File: config.mk
export PLATFORM = sky130hd
export DESIGN_NAME = seq_div_flat
export DESIGN_NICKNAME = d
export VERILOG_FILES = /design/src/rtl/seq_div_pkg.sv /design/src/rtl/seq_div_if.sv /design/src/rtl/seq_div_step.sv /design/src/rtl/seq_div.sv /design/src/flat_wrapper.sv
export SDC_FILE = /design/constraint.sdc
export NUM_CORES = 1
export LEC_CHECK = 0
export CAP_MARGIN = 20
export CORE_ASPECT_RATIO = 0.75
export CORE_MARGIN = 2
export CORE_UTILIZATION = 40
export DETAILED_ROUTE_END_ITERATION = 10
export SYNTH_ARGS = -nofsm -noshare
export SYNTH_HDL_FRONTEND = slang
export SYNTH_SLANG_ARGS = --single-unit
export TNS_END_PERCENT = 10
File: constraint.sdc
create_clock -name clk -period 2.9 [get_ports clk]
set_clock_uncertainty 0.2 [all_clocks]
set_input_delay 0.29 -clock clk [delete_from_list [all_inputs] [get_ports clk]]
set_output_delay 0.29 -clock clk [all_outputs]
set_load 0.03 [all_outputs]
File: src/rtl/seq_div_pkg.sv
// seq_div_pkg: shared types and constants for the iterative signed divider.
// Build option: SEQ_DIV_SAT_EN (saturating quotient narrowing; default wraps).
package seq_div_pkg;

  // Operand width; dividend is twice as wide.
  localparam int BITWIDTH = 16;
  localparam int DIV_W    = 2 * BITWIDTH;

  // Counter counts 0..DIV_W-1.
  localparam int CNT_W = $clog2(DIV_W + 1);

  // Signed BITWIDTH range limits as raw bit patterns.
  localparam logic [BITWIDTH-1:0] QMAX = {1'b0, {(BITWIDTH-1){1'b1}}};
  localparam logic [BITWIDTH-1:0] QMIN = {1'b1, {(BITWIDTH-1){1'b0}}};

  typedef enum logic [1:0] {
    IDLE = 2'd0,
    CALC = 2'd1,
    FIN  = 2'd2,
    DONE = 2'd3
  } state_t;

endpackage

File: src/rtl/seq_div_if.sv
// seq_div_if: request/result handshake bundle of the divider.
interface seq_div_if;
  import seq_div_pkg::*;

  logic                in_valid;
  logic                in_ready;
  logic [DIV_W-1:0]    dividend;
  logic [BITWIDTH-1:0] divisor;
  logic                out_valid;
  logic                out_ready;
  logic [BITWIDTH-1:0] quotient;
  logic [BITWIDTH-1:0] remainder;
  logic                ovf;
  logic                dbz;

  // Requester / result consumer side.
  modport master (
    output in_valid, dividend, divisor, out_ready,
    input  in_ready, out_valid, quotient, remainder, ovf, dbz
  );

  // Divider side.
  modport slave (
    input  in_valid, dividend, divisor, out_ready,
    output in_ready, out_valid, quotient, remainder, ovf, dbz
  );
endinterface

File: src/rtl/seq_div_step.sv
// seq_div_step: one restoring radix-2 iteration on unsigned magnitudes.
module seq_div_step
  import seq_div_pkg::*;
(
  input  logic [BITWIDTH-1:0] rem_in,
  input  logic                dvd_bit,
  input  logic [BITWIDTH-1:0] dvs_mag,
  output logic [BITWIDTH-1:0] rem_out,
  output logic                q_bit
);

  logic [BITWIDTH:0]   trial;
  logic [BITWIDTH-1:0] diff;

  // Shift in the next dividend bit, subtract when it fits, else restore.
  // rem_in < dvs_mag, so the kept remainder always fits BITWIDTH bits and the
  // low-BITWIDTH subtraction is exact whenever the subtraction is taken.
  always_comb begin
    trial   = {rem_in, dvd_bit};
    diff    = trial[BITWIDTH-1:0] - dvs_mag;
    q_bit   = (trial >= {1'b0, dvs_mag});
    rem_out = q_bit ? diff : trial[BITWIDTH-1:0];
  end

endmodule

File: src/rtl/seq_div.sv
// seq_div: iterative signed divider, 2*BITWIDTH-bit dividend by BITWIDTH-bit
// divisor, one quotient bit per clock, valid/ready on both sides.
// Build option: SEQ_DIV_SAT_EN saturates an out-of-range quotient; otherwise
// the quotient wraps to its low BITWIDTH bits. ovf flags it either way.
module seq_div
  import seq_div_pkg::*;
(
  input  logic       clk,
  input  logic       rst,
  seq_div_if.slave   bus
);

  // Largest quotient magnitudes that still fit, positive and negative.
  localparam logic [DIV_W-1:0] MAG_POS = {{BITWIDTH{1'b0}}, QMAX};
  localparam logic [DIV_W-1:0] MAG_NEG = {{BITWIDTH{1'b0}}, QMIN};
  localparam logic [CNT_W-1:0] LAST_IT = CNT_W'(DIV_W - 1);

  state_t              state_q, state_d;
  logic [CNT_W-1:0]    cnt_q, cnt_d;
  logic [DIV_W-1:0]    acc_q, acc_d;        // dividend magnitude, then quotient
  logic [BITWIDTH-1:0] rem_q, rem_d;        // partial remainder
  logic [BITWIDTH-1:0] dvs_q, dvs_d;        // divisor magnitude
  logic                neg_q_q, neg_q_d;    // quotient is negative
  logic                neg_r_q, neg_r_d;    // dividend (and remainder) negative
  logic [BITWIDTH-1:0] quo_q, quo_d;
  logic [BITWIDTH-1:0] rmd_q, rmd_d;
  logic                ovf_q, ovf_d;
  logic                dbz_q, dbz_d;
  logic                out_valid_q, out_valid_d;

  logic [BITWIDTH-1:0] step_rem;
  logic                step_q_bit;
  logic                q_ovf;
  logic [BITWIDTH-1:0] q_wrap;

  seq_div_step u_step (
    .rem_in  (rem_q),
    .dvd_bit (acc_q[DIV_W-1]),
    .dvs_mag (dvs_q),
    .rem_out (step_rem),
    .q_bit   (step_q_bit)
  );

  // Sign fix-up of the finished magnitude quotient; the low bits of the
  // negated full quotient equal the negation of its low bits.
  always_comb begin
    q_ovf  = neg_q_q ? (acc_q > MAG_NEG) : (acc_q > MAG_POS);
    q_wrap = neg_q_q ? (~acc_q[BITWIDTH-1:0] + 1'b1) : acc_q[BITWIDTH-1:0];
  end

  // FSM next-state and datapath update.
  always_comb begin
    state_d     = state_q;
    cnt_d       = cnt_q;
    acc_d       = acc_q;
    rem_d       = rem_q;
    dvs_d       = dvs_q;
    neg_q_d     = neg_q_q;
    neg_r_d     = neg_r_q;
    quo_d       = quo_q;
    rmd_d       = rmd_q;
    ovf_d       = ovf_q;
    dbz_d       = dbz_q;
    out_valid_d = out_valid_q;
    case (state_q)
      IDLE: begin
        if (bus.in_valid) begin
          neg_r_d = bus.dividend[DIV_W-1];
          neg_q_d = bus.dividend[DIV_W-1] ^ bus.divisor[BITWIDTH-1];
          acc_d   = bus.dividend[DIV_W-1] ? (~bus.dividend + 1'b1) : bus.dividend;
          dvs_d   = bus.divisor[BITWIDTH-1] ? (~bus.divisor + 1'b1) : bus.divisor;
          rem_d   = '0;
          cnt_d   = '0;
          if (bus.divisor == '0) begin
            quo_d       = bus.dividend[DIV_W-1] ? QMIN : QMAX;
            rmd_d       = '0;
            ovf_d       = 1'b0;
            dbz_d       = 1'b1;
            out_valid_d = 1'b1;
            state_d     = DONE;
          end else begin
            state_d = CALC;
          end
        end
      end
      CALC: begin
        acc_d = {acc_q[DIV_W-2:0], step_q_bit};
        rem_d = step_rem;
        cnt_d = cnt_q + 1'b1;
        if (cnt_q == LAST_IT) state_d = FIN;
      end
      FIN: begin
`ifdef SEQ_DIV_SAT_EN
        quo_d = q_ovf ? (neg_q_q ? QMIN : QMAX) : q_wrap;
`else
        quo_d = q_wrap;
`endif
        rmd_d       = neg_r_q ? (~rem_q + 1'b1) : rem_q;
        ovf_d       = q_ovf;
        dbz_d       = 1'b0;
        out_valid_d = 1'b1;
        state_d     = DONE;
      end
      DONE: begin
        if (bus.out_ready) begin
          out_valid_d = 1'b0;
          state_d     = IDLE;
        end
      end
      default: state_d = IDLE;
    endcase
  end

  // State and output registers with synchronous reset.
  always_ff @(posedge clk) begin
    if (rst) begin
      state_q     <= IDLE;
      cnt_q       <= '0;
      acc_q       <= '0;
      rem_q       <= '0;
      dvs_q       <= '0;
      neg_q_q     <= 1'b0;
      neg_r_q     <= 1'b0;
      quo_q       <= '0;
      rmd_q       <= '0;
      ovf_q       <= 1'b0;
      dbz_q       <= 1'b0;
      out_valid_q <= 1'b0;
    end else begin
      state_q     <= state_d;
      cnt_q       <= cnt_d;
      acc_q       <= acc_d;
      rem_q       <= rem_d;
      dvs_q       <= dvs_d;
      neg_q_q     <= neg_q_d;
      neg_r_q     <= neg_r_d;
      quo_q       <= quo_d;
      rmd_q       <= rmd_d;
      ovf_q       <= ovf_d;
      dbz_q       <= dbz_d;
      out_valid_q <= out_valid_d;
    end
  end

  assign bus.in_ready  = (state_q == IDLE);
  assign bus.out_valid = out_valid_q;
  assign bus.quotient  = quo_q;
  assign bus.remainder = rmd_q;
  assign bus.ovf       = ovf_q;
  assign bus.dbz       = dbz_q;

endmodule

File: src/flat_wrapper.sv
// flat-port wrapper written by rule: the top's interface ports become plain ports
module seq_div_flat import seq_div_pkg::*;
  (clk, rst, bus_in_valid, bus_dividend, bus_divisor, bus_out_ready, bus_in_ready, bus_out_valid, bus_quotient, bus_remainder, bus_ovf, bus_dbz);
  seq_div_if bus_i ();
  input  logic clk;
  input  logic rst;
  input wire logic [$bits(bus_i.in_valid)-1:0] bus_in_valid;
  input wire logic [$bits(bus_i.dividend)-1:0] bus_dividend;
  input wire logic [$bits(bus_i.divisor)-1:0] bus_divisor;
  input wire logic [$bits(bus_i.out_ready)-1:0] bus_out_ready;
  output wire logic [$bits(bus_i.in_ready)-1:0] bus_in_ready;
  output wire logic [$bits(bus_i.out_valid)-1:0] bus_out_valid;
  output wire logic [$bits(bus_i.quotient)-1:0] bus_quotient;
  output wire logic [$bits(bus_i.remainder)-1:0] bus_remainder;
  output wire logic [$bits(bus_i.ovf)-1:0] bus_ovf;
  output wire logic [$bits(bus_i.dbz)-1:0] bus_dbz;
  assign bus_i.in_valid = bus_in_valid;
  assign bus_i.dividend = bus_dividend;
  assign bus_i.divisor = bus_divisor;
  assign bus_i.out_ready = bus_out_ready;
  assign bus_in_ready = bus_i.in_ready;
  assign bus_out_valid = bus_i.out_valid;
  assign bus_quotient = bus_i.quotient;
  assign bus_remainder = bus_i.remainder;
  assign bus_ovf = bus_i.ovf;
  assign bus_dbz = bus_i.dbz;
  seq_div u_core (.clk(clk), .rst(rst), .bus(bus_i));
endmodule
==> results.json <==
{
  "final.period_utilization": 0.924,
  "p_leak_nw": 3.39,
  "critPathKind": "reg2reg",
  "gr-total-overflow": 0,
  "route.detailed.drc": 0,
  "syn_area_sq_mm": 0.00709,
  "utilization": 0.513,
  "grt_pass1_vias": 6038,
  "synth_cell_type_count": 75,
  "ys_seq_area_frac": 0.308,
  "vias_per_cell": 5.42,
  "final_area_sq_mm": 0.00898,
  "setup_tns_ns": 0,
  "nNetsFinal": 1110,
  "grt_first_pass_wirelength_microns": 33200,
  "drt_first_pass_iters": 5,
  "numCtsBuffers": 9,
  "synthToLayoutAreaGrowth_pct": 26.6,
  "max-slew-margin-rel": 0.538,
  "fmax_mhz": 373,
  "drv_slew": 0,
  "drt_iter0_drc": 621,
  "setup_viol": 0,
  "synth-seq-cells": 109,
  "power.density_mw_per_mm2": 792,
  "rows": 42,
  "finalHoldViolCount": 0,
  "hp-start": "rst",
  "drive_gt1_frac": 0.122,
  "maxCapViolCount": 0,
  "globalplace.congestion": 0.857,
  "crit-reg2reg-launch": "u_core.acc_q[31]$_SDFFE_PP0P_",
  "worstSetupStartpoint": "u_core.acc_q[31]$_SDFFE_PP0P_",
  "whs_ns": 0.210,
  "hold_buffers": 0,
  "vias": 6933,
  "synthCells": 900,
  "wl_per_cell_microns": 16.0,
  "nFillCells": 1732,
  "tightest_slew_ns": 0.691,
  "grt_max_degree": 91,
  "cts_num_sinks": 109,
  "synth_edf_count": 0,
  "tritoncts": "done",
  "cts-root-buf": "clkbuf_16",
  "placed_cells": 1262,
  "antenna_found_initial": 0,
  "die_x_microns": 158,
  "hpwl_microns": 15600,
  "cp_max_fo": 4,
  "period_minus_slack_ns": 2.68,
  "drt_wl_total_microns": 20400,
  "diodes": 0,
  "crit_path_end_kind": "flip-flop",
  "rsz0062_at_grt": "no",
  "die_h_microns": 119,
  "clkTransAtPathRegs_ns": 0.08,
  "start_util": 0.405,
  "ys_warn_count": 0,
  "syn_nets": 978,
  "ctsHtreeMaxLevel": 3,
  "antenna_left": 0,
  "dpl_cell_area_sq_mm": 0.00867,
  "clockBufferDepth": 2,
  "async_flop_share": 0,
  "grt.total_usage": 0.221,
  "ios": 88,
  "core_area_sq_mm": 0.0175,
  "start_kind": "flip-flop",
  "fin_cells": 1279,
  "syn_area_per_cell_sq_um": 7.88,
  "die-area_sq_mm": 0.0188,
  "status": "complete, no violations",
  "critical_path_required_ns": 2.96,
  "layout_common_cells": "109 x nand2_1, 109 x dfxtp_1, 86 x clkdlybuf4s50_1",
  "clock_latency_ns": 0.36,
  "cp.arrival_ns": 2.74,
  "vdd_drop_max_mv": 0.486,
  "port_buffers": 87,
  "hp-class": "in2reg",
  "synthFlopType": "dfxtp_1"
}
==> final timing paths <==
| path | end | slack (ns) | cells past startpoint |
|---|---|---|---|
| max reg2reg | u_core.rem_q[14]$_SDFFE_PP0P_ | 0.22 | 10 |
| min | u_core.rem_q[0]$_SDFFE_PP0P_ | 0.21 | 3 |
| min reg2reg | u_core.bus.remainder[5]$_SDFFE_PP0P_ | 0.25 | 2 |
| max | u_core.rem_q[14]$_SDFFE_PP0P_ | 0.22 | 10 |
==> critical path: stages, from the launching register on <==
cell	delay, ns
dfxtp_1	0.32
inv_1	0.08
ha_1	0.17
inv_1	0.06
fa_1	0.49
a21oi_1	0.19
o211ai_1	0.24
a221oi_1	0.36
or3_1	0.15
o211ai_1	0.08
a32o_1	0.22
==> stage by stage <==
stage,setup slack [ns],total power [mW]
2_1_floorplan,0.327,4.63
3_3_place_gp,-0.0713,5.82
3_5_place_dp,-0.100,5.83
4_1_cts,0.106,7.07
5_1_grt,0.0331,7.65
6_report,0.222,7.10
==> routing by layer <==
| layer | share of wire | global-route usage | vias to the layer above | wire length, microns |
|---|---|---|---|---|
| met5 | 0 | 0 | - | 0 |
| met4 | 0.0088 | 0.0386 | 0 | 179 |
| met2 | 0.38 | 0.280 | 186 | 7760 |
| met1 | 0.55 | 0.373 | 3176 | 11200 |
| met3 | 0.064 | 0.0418 | 17 | 1300 |
| li1 | - | - | 3554 | - |
==> cell usage after synthesis (5+ instances only) <==
master	count	area (sq um)
dfxtp_1	109	2180
nand2_1	109	409
a21oi_1	68	340
nor2_1	66	248
xnor2_1	46	403
o21ai_0	43	215
clkbuf_1	41	154
nand3_1	38	190
xor2_1	38	333
inv_1	34	128
a211oi_1	29	218
ha_1	25	313
o211ai_1	21	158
o31ai_1	21	158
nor3_1	19	95.1
a31oi_1	14	87.6
nand2b_1	11	68.8
o41ai_1	11	96.3
or3_1	11	68.8
and3_1	9	56.3
nor4_1	9	56.3
nand4_1	8	50.1
o21a_1	8	60.1
or4_1	7	52.6
nand3b_1	6	45.0
a21o_1	5	37.5
a221o_1	5	50.1
mux2i_1	5	50.1
o22ai_1	5	31.3
==> flip-flops by register name (all words and copies together), names as in the netlist <==
| signal | count |
|---|---|
| u_core.dvs_q | 16 |
| u_core.acc_q | 32 |
| u_core.bus.quotient | 16 |
| u_core.state_q | 2 |
| u_core.bus.ovf | 1 |
| u_core.cnt_q | 6 |
| u_core.neg_q_q | 1 |
| u_core.bus.remainder | 16 |
| u_core.neg_r_q | 1 |
| u_core.bus.out_valid | 1 |
| u_core.bus.dbz | 1 |
| u_core.rem_q | 16 |
==> where the power goes <==
| part | internal, mW | switching [mW] | leakage, nW | total [mW] |
|---|---|---|---|---|
| Combinational | 1.54 | 2.23 | 2.37 | 3.77 |
| Clock | 0.603 | 0.627 | 0.137 | 1.23 |
| Sequential | 1.80 | 0.303 | 0.888 | 2.10 |
==> kinds of logic (layout without fill, tap and decap cells) <==
| group | Yosys count | count (layout) | synth area share |
|---|---|---|---|
| compound gates | 269 | 269 | 0.254 |
| xor+xnor | 84 | 84 | 0.104 |
| fa+ha+maj | 26 | 26 | 0.0470 |
| buf+inv | 86 | 223 | 0.0537 |
| flops | 109 | 109 | 0.308 |
| mux | 6 | 6 | 0.00865 |
| simple gates | 320 | 320 | 0.225 |
==> layout make-up <==
class	count	area [sq um]	area share
Multi-Input combinational cell	705	4530	0.505
Sequential cell	109	2180	0.243
Timing Repair Buffer	173	1540	0.171
Tap cell	242	303	0.0337
Clock buffer	9	225	0.0251
Inverter	34	128	0.0142
Clock inverter	7	68.8	0.00767
==> timing repair <==
item / CTS / global route
buffers inserted: 0 / 0
setup endpoints to repair: 0 / 5
gates resized for setup: 0 / 1
Power figures use the tool's default switching activity.
